==> src/rtl/imem_loader_if.sv <==
// imem_loader_if: byte receiver handshake, pipeline control and instruction-memory write bus
interface imem_loader_if;
    logic [7:0]  i_rx_data;
    logic        i_rx_valid;
    logic        o_rx_ready;
    logic        i_halt;
    logic        o_write_en;
    logic [31:0] o_data;
    logic [31:0] o_addr_wr;
    logic        o_read_en;
    logic        o_stall;
    logic        o_load_full;
    logic [2:0]  o_state;

    modport master (
        output i_rx_data, i_rx_valid, i_halt,
        input  o_rx_ready, o_write_en, o_data, o_addr_wr, o_read_en, o_stall, o_load_full, o_state
    );

    modport slave (
        input  i_rx_data, i_rx_valid, i_halt,
        output o_rx_ready, o_write_en, o_data, o_addr_wr, o_read_en, o_stall, o_load_full, o_state
    );
endinterface

==> src/rtl/imem_loader.sv <==
// imem_loader: serial command decoder that loads instruction memory and gates pipeline run/step
module imem_loader #(
    parameter int          IMEM_DEPTH_WORDS = 256,
    parameter logic [31:0] HALT_WORD        = 32'hFFFFFFFF
) (
    input logic         i_clk,
    input logic         i_reset,
    imem_loader_if.slave bus
);
    typedef enum logic [2:0] {IDLE, LOAD, WRITE, RUN, STEP} state_t;

    localparam logic [31:0] LAST_ADDR = 32'((IMEM_DEPTH_WORDS - 1) * 4);

    state_t      state;
    logic [1:0]  cnt;
    logic [31:0] addr;
    logic [31:0] word_buf;
    logic        fire;

    assign bus.o_rx_ready = (state == IDLE) || (state == LOAD) || (state == RUN);
    assign bus.o_write_en = state == WRITE;
    assign bus.o_read_en  = (state == RUN) || (state == STEP);
    assign bus.o_stall    = !bus.o_read_en;
    assign bus.o_state    = state;
    assign fire           = bus.i_rx_valid && bus.o_rx_ready;

    // Command decode, little-endian word assembly, write sequencing and run control
    always_ff @(posedge i_clk or negedge i_reset) begin
        if (!i_reset) begin
            state           <= IDLE;
            cnt             <= 2'd0;
            addr            <= 32'd0;
            word_buf        <= 32'd0;
            bus.o_data      <= 32'd0;
            bus.o_addr_wr   <= 32'd0;
            bus.o_load_full <= 1'b0;
        end else begin
            case (state)
                IDLE: begin
                    if (fire) begin
                        case (bus.i_rx_data)
                            8'h01: begin
                                state           <= LOAD;
                                addr            <= 32'd0;
                                cnt             <= 2'd0;
                                bus.o_load_full <= 1'b0;
                            end
                            8'h02:   state <= RUN;
                            8'h03:   state <= STEP;
                            default: state <= IDLE;
                        endcase
                    end
                end
                LOAD: begin
                    if (fire) begin
                        word_buf <= {bus.i_rx_data, word_buf[31:8]};
                        cnt      <= cnt + 2'd1;
                        if (cnt == 2'd3) begin
                            state         <= WRITE;
                            bus.o_data    <= {bus.i_rx_data, word_buf[31:8]};
                            bus.o_addr_wr <= addr;
                        end
                    end
                end
                WRITE: begin
                    if (bus.o_data == HALT_WORD) begin
                        state <= IDLE;
                    end else if (addr == LAST_ADDR) begin
                        state           <= IDLE;
                        bus.o_load_full <= 1'b1;
                    end else begin
                        state <= LOAD;
                        addr  <= addr + 32'd4;
                    end
                end
                RUN: begin
                    if (bus.i_halt || (fire && bus.i_rx_data == 8'h04)) state <= IDLE;
                end
                default: state <= IDLE;
            endcase
        end
    end
endmodule

==> src/flat_wrapper.sv <==
// flat-port wrapper written by rule: the top's interface ports become plain ports
module imem_loader_flat 
#(
    parameter int          IMEM_DEPTH_WORDS = 256,
    parameter logic [31:0] HALT_WORD        = 32'hFFFFFFFF
)
  (i_clk, i_reset, bus_i_rx_data, bus_i_rx_valid, bus_i_halt, bus_o_rx_ready, bus_o_write_en, bus_o_data, bus_o_addr_wr, bus_o_read_en, bus_o_stall, bus_o_load_full, bus_o_state);
  imem_loader_if bus_i ();
  input logic i_clk;
  input logic i_reset;
  input wire logic [$bits(bus_i.i_rx_data)-1:0] bus_i_rx_data;
  input wire logic [$bits(bus_i.i_rx_valid)-1:0] bus_i_rx_valid;
  input wire logic [$bits(bus_i.i_halt)-1:0] bus_i_halt;
  output wire logic [$bits(bus_i.o_rx_ready)-1:0] bus_o_rx_ready;
  output wire logic [$bits(bus_i.o_write_en)-1:0] bus_o_write_en;
  output wire logic [$bits(bus_i.o_data)-1:0] bus_o_data;
  output wire logic [$bits(bus_i.o_addr_wr)-1:0] bus_o_addr_wr;
  output wire logic [$bits(bus_i.o_read_en)-1:0] bus_o_read_en;
  output wire logic [$bits(bus_i.o_stall)-1:0] bus_o_stall;
  output wire logic [$bits(bus_i.o_load_full)-1:0] bus_o_load_full;
  output wire logic [$bits(bus_i.o_state)-1:0] bus_o_state;
  assign bus_i.i_rx_data = bus_i_rx_data;
  assign bus_i.i_rx_valid = bus_i_rx_valid;
  assign bus_i.i_halt = bus_i_halt;
  assign bus_o_rx_ready = bus_i.o_rx_ready;
  assign bus_o_write_en = bus_i.o_write_en;
  assign bus_o_data = bus_i.o_data;
  assign bus_o_addr_wr = bus_i.o_addr_wr;
  assign bus_o_read_en = bus_i.o_read_en;
  assign bus_o_stall = bus_i.o_stall;
  assign bus_o_load_full = bus_i.o_load_full;
  assign bus_o_state = bus_i.o_state;
  imem_loader #(.IMEM_DEPTH_WORDS(IMEM_DEPTH_WORDS), .HALT_WORD(HALT_WORD)) u_core (.i_clk(i_clk), .i_reset(i_reset), .bus(bus_i));
endmodule
==> config.mk <==
export PLATFORM = sky130hd
export DESIGN_NAME = imem_loader_flat
export DESIGN_NICKNAME = d
export VERILOG_FILES = /design/src/rtl/imem_loader_if.sv /design/src/rtl/imem_loader.sv /design/src/flat_wrapper.sv
export SDC_FILE = /design/constraint.sdc
export NUM_CORES = 1
export LEC_CHECK = 0
export ABC_AREA = 0
export CAP_MARGIN = 20
export CELL_PAD_IN_SITES_DETAIL_PLACEMENT = 0
export CELL_PAD_IN_SITES_GLOBAL_PLACEMENT = 1
export CORE_MARGIN = 4
export CORE_UTILIZATION = 40
export CTS_CLUSTER_SIZE = 20
export DETAILED_ROUTE_END_ITERATION = 10
export PLACE_DENSITY = 0.77
export SYNTH_ARGS = -nofsm -noshare
export SYNTH_HDL_FRONTEND = slang
export SYNTH_SLANG_ARGS = --single-unit
==> constraint.sdc <==
create_clock -name i_clk -period 6.5 [get_ports i_clk]
set_clock_uncertainty 0.05 [all_clocks]
set_input_delay 0.65 -clock i_clk [delete_from_list [all_inputs] [get_ports i_clk]]
set_output_delay 0.65 -clock i_clk [all_outputs]
set_load 0.005 [all_outputs]
==> metrics.csv, run 1 <==
stage,metric,value,unit
routing,drc_errors,0,
worst_setup_path,rr_startpoint,u_core.bus.o_state[1]$_DFFE_PN0P_,
logic_synthesis,yosys_warnings,0,
final_layout,fin_cells,727,
logic_synthesis,seq_area_frac_synth,54.2,%
global_routing,grt_first_pass_wirelength,21500,um
routing,drt_iter0_markers,258,
cts,clk_latency,0.41,ns
sta,rsz0062_at_grt,no,
power_and_ir_drop,vdd_drop_max,0.220,mV
die,initial_core_util,40.8,%
logic_synthesis,ys.flop_type,dfrtp_1,
worst_setup_path,worstReg2RegEnd,u_core.bus.o_data[22]$_DFFE_PN0P_,
worst_setup_path,critPathLaunchType,flop,
cts,postCtsSetupBuffers,0,
logic_synthesis,yosysMostFrequentCell,dfrtp_1,
sta,fin_crit_sh,50.8,%
final_layout,syn_to_final_growth,26.6,%
global_routing,grt_max_degree,64,
routing,viasPerCell,5.53,
worst_setup_path,required,5.80,ns
worst_setup_path,rrSetupSlack,3.54,ns
die,core-area,13800,um^2
worst_setup_path,critPathArrivalTime,2.60,ns
logic_synthesis,netlist_instances,453,
logic_synthesis,synth_area,5640,um^2
sta,maxSlewHeadroom,35.9,%
cts,cts_tree,done,
logic_synthesis,synth_top_area_share,54.2,%
sta,hold_viol,0,
run_status,status,"complete, no violations",
sta,setup_tns,0,ns
placed_design,place_hpwl,8770,um
cts,htree_levels,4,
cts,clk_pin_slew,0.05,ns
routing,drt_pre_antenna_iters,4,
logic_synthesis,yosys.area.top_type,dfrtp_1,
worst_setup_path,crit_end,bus_o_write_en,
logic_synthesis,synthTopCellsByArea,"dfrtp_1, mux2_2, a221o_1",
power_and_ir_drop,powerDensity,414,nW/um^2
placed_design,gp_congestion,0.824,
min_path,hold_class,input pin to async pin,
power_and_ir_drop,power_leakage,3.13,nW
logic_synthesis,ys_ff_latch,122,
cts,post_cts_resized,0,
die,die_area,16100,um^2
logic_synthesis,async_reset_ff_share,100,%
sta,slew_violations,0,
worst_setup_path,criticalPathCategory,flop to primary output,
sta,timing.fmax,0.303,GHz
worst_setup_path,worstSetupEndpointType,primary output,
sta,worstMarginPinSlew,0.956,ns
final_layout,diodes,0,
cts,cts_sinks,122,
die,ios,84,
die,core.rowCount,43,
cts,cts_root_buffer,clkbuf_16,
worst_setup_path,critPathMaxFanout,29,
routing,drt_wl_total,12800,um
cts,cts_buffers,17,
sta,min_period,3.30,ns
routing,vias,4018,
final_layout,nets,549,
logic_synthesis,synth-edff-count,0,
cts,clockBufferDepth,2,
global_routing,grt_pass1_vias,4172,
run,cap_violations,0,
global_routing,grt_usage,16.8,%
final_layout,drive_gt1_share,27.8,%
global_routing,antenna_found_initial,0,
routing,postRouteAntennaNets,0,
worst_setup_path,reg2reg_depth,7,
logic_synthesis,ys_top_cells_by_count,"dfrtp_1, mux2_2, nor2_1",
sta,setup_viol_count_final,0,
cts,postCtsHoldBufs,0,
placed_design,placed_cells,694,
placed_design,numPortBuffers,81,
routing,wl_per_cell,17.6,um
logic_synthesis,avgSynthCellArea,12.4,um^2
die,die_x,127,um
worst_setup_path,crit_start,u_core.bus.o_state[1]$_DFFE_PN0P_,
die,die_h,127,um
global_routing,grt_remaining_overflow,0,
logic_synthesis,synth_cell_types,56,
-- cell usage in the layout (no fill, tap or decap), drive strengths merged, types with 9 or more instances in the layout --
cell type      instances
clkdlybuf4s50         80
dfrtp                122
a221o                 18
nor2                  27
nor3                   9
and3                  21
mux2                  87
nand2                 22
o21ai                 11
clkbuf                19
nand4                 22
nand3                 16
inv                   11
-- metrics by stage --
stage	instance area, um^2	hold WS, ns	utilization (%)	total power [W]	setup slack (ns)
after floorplan	5640	0.304	-	0.00159	4.04
after global placement	6520	0.437	47.1	0.00200	2.62
after detailed placement	6530	0.436	47.2	0.00203	3.02
after CTS	7130	0.304	51.6	0.00299	3.18
after global routing	7130	0.355	51.6	0.00311	3.05
final	7130	0.274	51.6	0.00295	3.20
-- final cells by class --
cell class | instances | area (um^2)
clock buffers | 19 | 453
clock inverters | 13 | 144
fillers | 1190 | 6690
inverters | 9 | 33.8
multi-input cells | 299 | 2380
flip-flops and latches | 122 | 3050
well taps | 180 | 225
repair buffers | 85 | 843
-- kinds of logic after synthesis --
logic type | after synthesis | synth area share (%)
mux | 89 | 17.7
fa+ha+maj | 3 | 0.666
flops | 122 | 54.2
compound gates | 56 | 8.06
other cells | 1 | 0.0665
simple gates | 149 | 15.6
buf+inv | 33 | 3.71
-- state kept, by name, summed over array words and instances, names as in the netlist --
name and count:
u_core.cnt 2, u_core.bus.o_data 32, u_core.addr 30, u_core.word_buf 24
u_core.bus.o_load_full 1, u_core.bus.o_state 3, u_core.bus.o_addr_wr 30
-- layer usage --
metal | GRT usage, % | routed length (um)
met1 | 21.9 | 5760
met2 | 26.7 | 6220
met3 | 4.21 | 632
met4 | 6.88 | 216
met5 | 0 | 0
-- worst max-delay path: stages (launching register included) --
cell and delay (ns):
dfrtp_1 0.45, nor2b_1 0.25, nand2_1 0.15, inv_1 0.67, clkdlybuf4s50_1 0.66
-- report_power, final --
part           internal [W]  switching, W  total [W]  leakage (nW)
registers           0.00101      0.000230    0.00124          1.55
logic              0.000499      0.000272   0.000771          1.30
clock network      0.000586      0.000350   0.000936         0.282
-- worst min-delay path by stage --
stage | end | slack, ns | from
floorplan | u_core.addr[10]$_DFFE_PN0P_ | 0.30 | i_reset
global route | u_core.bus.o_addr_wr[13]$_DFFE_PN0P_ | 0.35 | i_reset
global placement | u_core.word_buf[10]$_DFFE_PN0P_ | 0.44 | u_core.word_buf[10]$_DFFE_PN0P_
detailed placement | u_core.bus.o_data[7]$_DFFE_PN0P_ | 0.44 | u_core.word_buf[15]$_DFFE_PN0P_
finish | u_core.bus.o_addr_wr[13]$_DFFE_PN0P_ | 0.27 | i_reset
CTS | u_core.bus.o_addr_wr[13]$_DFFE_PN0P_ | 0.30 | i_reset
No activity file was read; power rests on OpenSTA's default activity.
==> run 2, diff against run 1 <==
--- a/config.mk
+++ b/config.mk
@@ -10,10 +10,10 @@
 export CELL_PAD_IN_SITES_DETAIL_PLACEMENT = 0
 export CELL_PAD_IN_SITES_GLOBAL_PLACEMENT = 1
 export CORE_MARGIN = 4
-export CORE_UTILIZATION = 40
+export CORE_UTILIZATION = 39
 export CTS_CLUSTER_SIZE = 20
 export DETAILED_ROUTE_END_ITERATION = 10
-export PLACE_DENSITY = 0.77
+export PLACE_DENSITY = 0.78
 export SYNTH_ARGS = -nofsm -noshare
 export SYNTH_HDL_FRONTEND = slang
 export SYNTH_SLANG_ARGS = --single-unit
==> constraint.sdc (replaced) <==
create_clock -name i_clk -period 2.6 [get_ports i_clk]
set_clock_uncertainty 0.05 [all_clocks]
set_input_delay 0.26 -clock i_clk [delete_from_list [all_inputs] [get_ports i_clk]]
set_output_delay 0.26 -clock i_clk [all_outputs]
set_load 0.005 [all_outputs]
==> run 2 against run 1 <==
Net effect: sequential share of layout area shrank 1.2 points; die area increased by 2.4%; final area rose by 3.0%; critical path depth did not move; sequential power rose by 150%; non-clock buffer count increased by 30; first-iteration DRC count decreased by 14%; combinational power grew to 2.6 times the previous value; via count is 2.0% higher; largest power group unchanged.
==> metrics.csv, run 2 (synthesis gave the netlist of run 1 again) <==
stage,metric,value,unit
worst_setup_path,critPathLaunchType,flop,
routing,drt_wl_total,13000,um
cts,postCtsHoldBufs,1,
worst_setup_path,critPathMaxFanout,9,
die,initial_core_util,40.1,%
global_routing,grt_max_degree,62,
power_and_ir_drop,p_seq_share,42.4,%
power_and_ir_drop,p_clk_share,29.8,%
routing,wl_per_cell,17.1,um
final_layout,largest_reg_flops,32,
global_routing,grt_pass1_vias,4361,
placed_design,gp_congestion,0.839,
cts,post_cts_resized,0,
sta,maxSlewHeadroom,57.8,%
final_layout,seq_area,3050,um^2
cts,cts_sinks,122,
placed_design,place_hpwl,9090,um
final_layout,nets,579,
final_layout,regMostFlops,u_core.bus.o_data,
die,core.rowCount,43,
power_and_ir_drop,powerDensity,992,nW/um^2
worst_setup_path,critPathArrivalTime,2.06,ns
power_and_ir_drop,power_frac_comb,27.8,%
routing,postRouteAntennaNets,0,
placed_design,numPortBuffers,81,
power_and_ir_drop,finalPower,0.00729,W
sta,rsz0062_at_grt,no,
worst_setup_path,worstSetupEndpointType,primary output,
sta,setup_viol_count_final,0,
global_routing,grt_first_pass_wirelength,21900,um
sta,hold_viol,0,
power_and_ir_drop,power_leakage,3.28,nW
min_path,hold_class,input pin to async pin,
cts,postCtsSetupBuffers,0,
sta,worstMarginPinSlew,0.633,ns
power_and_ir_drop,swShare,30.2,%
worst_setup_path,required,2.29,ns
sta,setup_tns,0,ns
cts,cts_root_buffer,clkbuf_16,
final_layout,final_util,52.3,%
final_layout,layout_commonest_cell,dfrtp_1,
final_layout,n_fill_cell,1203,
cts,cts_buffers,17,
global_routing,antenna_found_initial,0,
power_and_ir_drop,p_int,0.00509,W
sta,min_period,2.37,ns
cts,clk_pin_slew,0.06,ns
routing,drc_errors,0,
run,cap_violations,0,
final_layout,multi_input_area,2380,um^2
die,core-area,14000,um^2
sta,fin_crit_sh,91.0,%
global_routing,grt_remaining_overflow,0,
die,die_area,16400,um^2
die,ios,84,
routing,viasPerCell,5.42,
cts,htree_levels,4,
routing,drt_iter0_markers,221,
final_layout,syn_to_final_growth,30.4,%
final_layout,reg.largest.list,"u_core.bus.o_data x32, u_core.addr x30, u_core.bus.o_addr_wr x30",
final_layout,diodes,0,
sta,slew_violations,0,
worst_setup_path,criticalPathCategory,flop to primary output,
global_routing,grt_usage,16.8,%
cts,clockBufferDepth,2,
die,die_x,128,um
power_and_ir_drop,vdd_drop_max,0.656,mV
routing,vias,4100,
cts,cts_tree,done,
run_status,status,"complete, no violations",
die,die_h,128,um
final_layout,drive_gt1_share,31.4,%
power_and_ir_drop,p_switching,0.00220,W
sta,timing.fmax,0.423,GHz
final_layout,final_cell_mix,"dfrtp_1, mux2_2, clkdlybuf4s50_1",
routing,drt_pre_antenna_iters,4,
cts,clk_latency,0.42,ns
run 2: cell types whose count changed in the layout (fill, tap and decap cells not counted), moves of 2 or more:
cell	before	now
bufinv_16	2	0
buf_12	0	3
buf_4	3	31
inv_6	2	7
run 2: layer usage:
layer  part of all wire, %  global-route usage (%)  vias to the layer above
met3                   4.5                    4.79                       22
li1                      -                       -                     1930
met4                   1.8                    6.62                        0
met2                    50                    27.6                       82
met1                    44                    20.8                     2066
met5                     0                       0                        -
run 2: final cells by class:
| type | instances | area share, % |
|---|---|---|
| Clock buffer | 18 | 5.98 |
| Sequential cell | 122 | 41.5 |
| Inverter | 9 | 0.460 |
| Tap cell | 180 | 3.06 |
| Clock inverter | 14 | 1.52 |
| Multi-Input combinational cell | 299 | 32.4 |
| Timing Repair Buffer | 115 | 15.0 |
run 2: worst max-delay path, cell delays in order, from the launching register on:
cell and delay, ns:
dfrtp_1 0.48, inv_1 0.20, nand2_1 0.13, inv_1 0.27
clkdlybuf4s50_1 0.57
run 2: through the flow:
stage	hold WS, ns	area (um^2)	setup slack [ns]	cells
final	0.371	7350	0.234	757
after CTS	0.375	7350	0.199	757
after detailed placement	0.279	6790	-0.0366	724
after floorplan	-0.0856	5640	0.358	454
after global placement	0.274	6790	0.0267	724
after global routing	0.423	7350	0.123	757
run 2: path summary, 6_finish.rpt:
kind,start,endpoint,slack [ns],cells after the start
setup reg to reg,u_core.addr[29]$_DFFE_PN0P_,u_core.addr[6]$_DFFE_PN0P_,0.31,7
max in group asynchronous,i_reset,u_core.bus.o_data[22]$_DFFE_PN0P_,1.39,3
setup / recovery,u_core.bus.o_state[0]$_DFFE_PN0P_,bus_o_write_en,0.23,4
hold reg to reg,u_core.word_buf[8]$_DFFE_PN0P_,u_core.word_buf[8]$_DFFE_PN0P_,0.45,1
min in group i_clk,u_core.word_buf[8]$_DFFE_PN0P_,u_core.word_buf[8]$_DFFE_PN0P_,0.45,1
hold / removal,i_reset,u_core.addr[10]$_DFFE_PN0P_,0.37,2
run 2: power groups by stage:
| stage | Sequential (W) | Clock [W] | Combinational, W |
|---|---|---|---|
| floorplan | 0.00296 | 0 | 0.00102 |
| global placement | 0.00308 | 0 | 0.00200 |
| detailed placement | 0.00311 | 0 | 0.00205 |
| CTS | 0.00310 | 0.00223 | 0.00207 |
| global route | 0.00319 | 0.00233 | 0.00221 |
| finish | 0.00309 | 0.00217 | 0.00203 |
==> run 3, diff against run 2 <==
--- a/config.mk
+++ b/config.mk
@@ -9,6 +9,7 @@
 export CAP_MARGIN = 20
 export CELL_PAD_IN_SITES_DETAIL_PLACEMENT = 0
 export CELL_PAD_IN_SITES_GLOBAL_PLACEMENT = 1
+export CORE_ASPECT_RATIO = 0.8
 export CORE_MARGIN = 4
 export CORE_UTILIZATION = 39
 export CTS_CLUSTER_SIZE = 20
==> run 3 against run 2 <==
Net effect: die area about the same; first-iteration DRC count rose by 18%; maximum frequency fell by 1.6%; flip-flop and latch count unchanged; non-clock buffer count fell by 2; sequential share of layout area grew 0.18 points; final area down 0.44%; count of clock-buffer cells in the layout grew 3; clock power about the same; critical endpoint unchanged.
==> metrics.csv, run 3 (synthesis gave the netlist of run 1 again) <==
stage,metric,value,unit
final_layout,syn_to_final_growth,29.8,%
worst_setup_path,critPathMaxFanout,13,
power_and_ir_drop,vdd_drop_max,0.611,mV
global_routing,antenna_found_initial,0,
worst_setup_path,criticalPathCategory,flop to primary output,
cts,cts_sinks,122,
sta,rsz0062_at_grt,no,
cts,cts_tree,done,
worst_setup_path,cp_cell_sequence,"nor2b_1, nand2_1, inv_1, buf_4, clkdlybuf4s50_1",
power_and_ir_drop,p_int,0.00519,W
worst_setup_path,critPathLaunchType,flop,
worst_setup_path,worstSetupEndpointType,primary output,
power_and_ir_drop,power_frac_comb,28.0,%
final_layout,n_fill_cell,1175,
routing,vias,4108,
worst_setup_path,slowest_stage,clkdlybuf4s50_1,
cts,clockBufferDepth,2,
routing,drt_iter0_markers,260,
placed_design,place_ws,0.0305,ns
final_layout,largest_reg_flops,32,
routing,drc_errors,0,
worst_setup_path,reg2reg_depth,5,
power_and_ir_drop,p_clk_share,29.5,%
power_and_ir_drop,p_seq_share,42.4,%
global_routing,grt_max_degree,51,
cts,cts_root_buffer,clkbuf_16,
die,die_x,142,um
final_layout,reg.largest.list,"u_core.bus.o_data x32, u_core.addr x30, u_core.bus.o_addr_wr x30",
power_and_ir_drop,finalPower,0.00725,W
routing,drt_wl_total,13100,um
final_layout,diodes,0,
global_routing,grt_pass1_vias,4172,
routing,drt_pre_antenna_iters,5,
sta,min_period,2.41,ns
sta,setup_viol_count_final,0,
routing,postRouteAntennaNets,0,
cts,postCtsSetupBuffers,0,
power_and_ir_drop,swShare,28.4,%
final_layout,drive_gt1_share,30.8,%
sta,hold_viol,0,
placed_design,numPortBuffers,81,
die,initial_core_util,40.7,%
sta,setup_tns,0,ns
final_layout,multi_input_area,2380,um^2
power_and_ir_drop,p_switching,0.00206,W
sta,timing.fmax,0.416,GHz
cts,cts_buffers,17,
sta,timing.hold.ws,0.365,ns
routing,wl_per_cell,17.4,um
die,die_area,16400,um^2
final_layout,seq_area,3050,um^2
min_path,hold_class,input pin to async pin,
run_status,status,"complete, no violations",
worst_setup_path,critPathTopFamily,buffers and inverters,
final_layout,nets,577,
final_layout,layout_commonest_cell,dfrtp_1,
global_routing,grt_first_pass_wirelength,21900,um
worst_setup_path,rr_startpoint,u_core.addr[29]$_DFFE_PN0P_,
die,core.rowCount,38,
power_and_ir_drop,power_leakage,3.28,nW
die,core-area,13800,um^2
final_layout,final_util,52.9,%
final_layout,regMostFlops,u_core.bus.o_data,
sta,fin_crit_sh,92.5,%
sta,maxSlewHeadroom,54.7,%
sta,slew_violations,0,
run,cap_violations,0,
placed_design,place_hpwl,9360,um
worst_setup_path,worstReg2RegEnd,u_core.addr[14]$_DFFE_PN0P_,
worst_setup_path,rrSetupSlack,0.23,ns
worst_setup_path,path_buf_inv,3,
cts,htree_levels,4,
global_routing,grt_remaining_overflow,0,
worst_setup_path,required,2.29,ns
die,die_h,116,um
worst_setup_path,critPathArrivalTime,2.10,ns
cts,clk_latency,0.42,ns
cts,post_cts_resized,0,
worst_setup_path,slowest_delay,0.53,ns
final_layout,final_cell_mix,"dfrtp_1, mux2_2, clkdlybuf4s50_1",
sta,layout_setup_ws,0.195,ns
sta,worstMarginPinSlew,0.679,ns
routing,viasPerCell,5.45,
power_and_ir_drop,powerDensity,991,nW/um^2
placed_design,gp_congestion,0.838,
cts,clk_pin_slew,0.05,ns
global_routing,grt_usage,16.9,%
die,ios,84,
==> run 3: final cells by class <==
| class | count | area share, % |
|---|---|---|
| Sequential cell | 122 | 41.7 |
| Multi-Input combinational cell | 299 | 32.6 |
| Timing Repair Buffer | 113 | 14.7 |
| Clock buffer | 21 | 6.43 |
| Tap cell | 180 | 3.08 |
| Clock inverter | 10 | 1.03 |
| Inverter | 9 | 0.462 |
==> run 3: per-layer routing <==
layer	vias up	GRT usage [%]	share of wire [%]	wire length, um
li1	1917	-	-	-
met1	2101	24.5	50	6620
met2	84	24.5	45	5930
met3	6	4.87	3.8	498
met4	0	5.19	0.58	76
met5	-	0	0	0
==> run 3: power by group through the flow <==
stage / Sequential [W] / Combinational (W) / Clock, W
6_report: 0.00308 / 0.00203 / 0.00214
3_3_place_gp: 0.00307 / 0.00200 / 0
3_5_place_dp: 0.00310 / 0.00205 / 0
5_1_grt: 0.00318 / 0.00221 / 0.00230
2_1_floorplan: 0.00296 / 0.00102 / 0
4_1_cts: 0.00308 / 0.00207 / 0.00220
==> run 3: worst max path at each step <==
| stage | startpoint | end | slack, ns | cells after the start |
|---|---|---|---|---|
| global route | u_core.bus.o_state[0]$_DFFE_PN0P_ | bus_o_write_en | 0.06 | 5 |
| finish | u_core.bus.o_state[1]$_DFFE_PN0P_ | bus_o_write_en | 0.19 | 5 |
| detailed placement | bus_i_rx_data[7] | u_core.addr[11]$_DFFE_PN0P_ | 0.03 | 7 |
| CTS | u_core.bus.o_state[1]$_DFFE_PN0P_ | bus_o_write_en | 0.17 | 5 |
| global placement | bus_i_rx_data[3] | u_core.addr[14]$_DFFE_PN0P_ | 0.07 | 7 |
| floorplan | u_core.addr[2]$_DFFE_PN0P_ | u_core.addr[16]$_DFFE_PN0P_ | 0.36 | 8 |
==> run 3: worst register-to-register path: stages (launching register included) <==
cell and delay, ns:
dfrtp_1 0.43, or4b_1 0.55, nor4_2 0.33, and2_1 0.35, nor2_4 0.16, a221o_2 0.39
==> run 3: timing repair <==
action                     4_1_cts  5_1_grt
setup endpoints to repair        0        0
hold endpoints to repair        48        0
hold buffers                     1        0
==> run 3: through the flow <==
| step | cells | cell area (um^2) |
|---|---|---|
| global placement | 722 | 6760 |
| finish | 754 | 7320 |
| CTS | 754 | 7320 |
| floorplan | 454 | 5640 |
| detailed placement | 722 | 6760 |
| global route | 754 | 7320 |
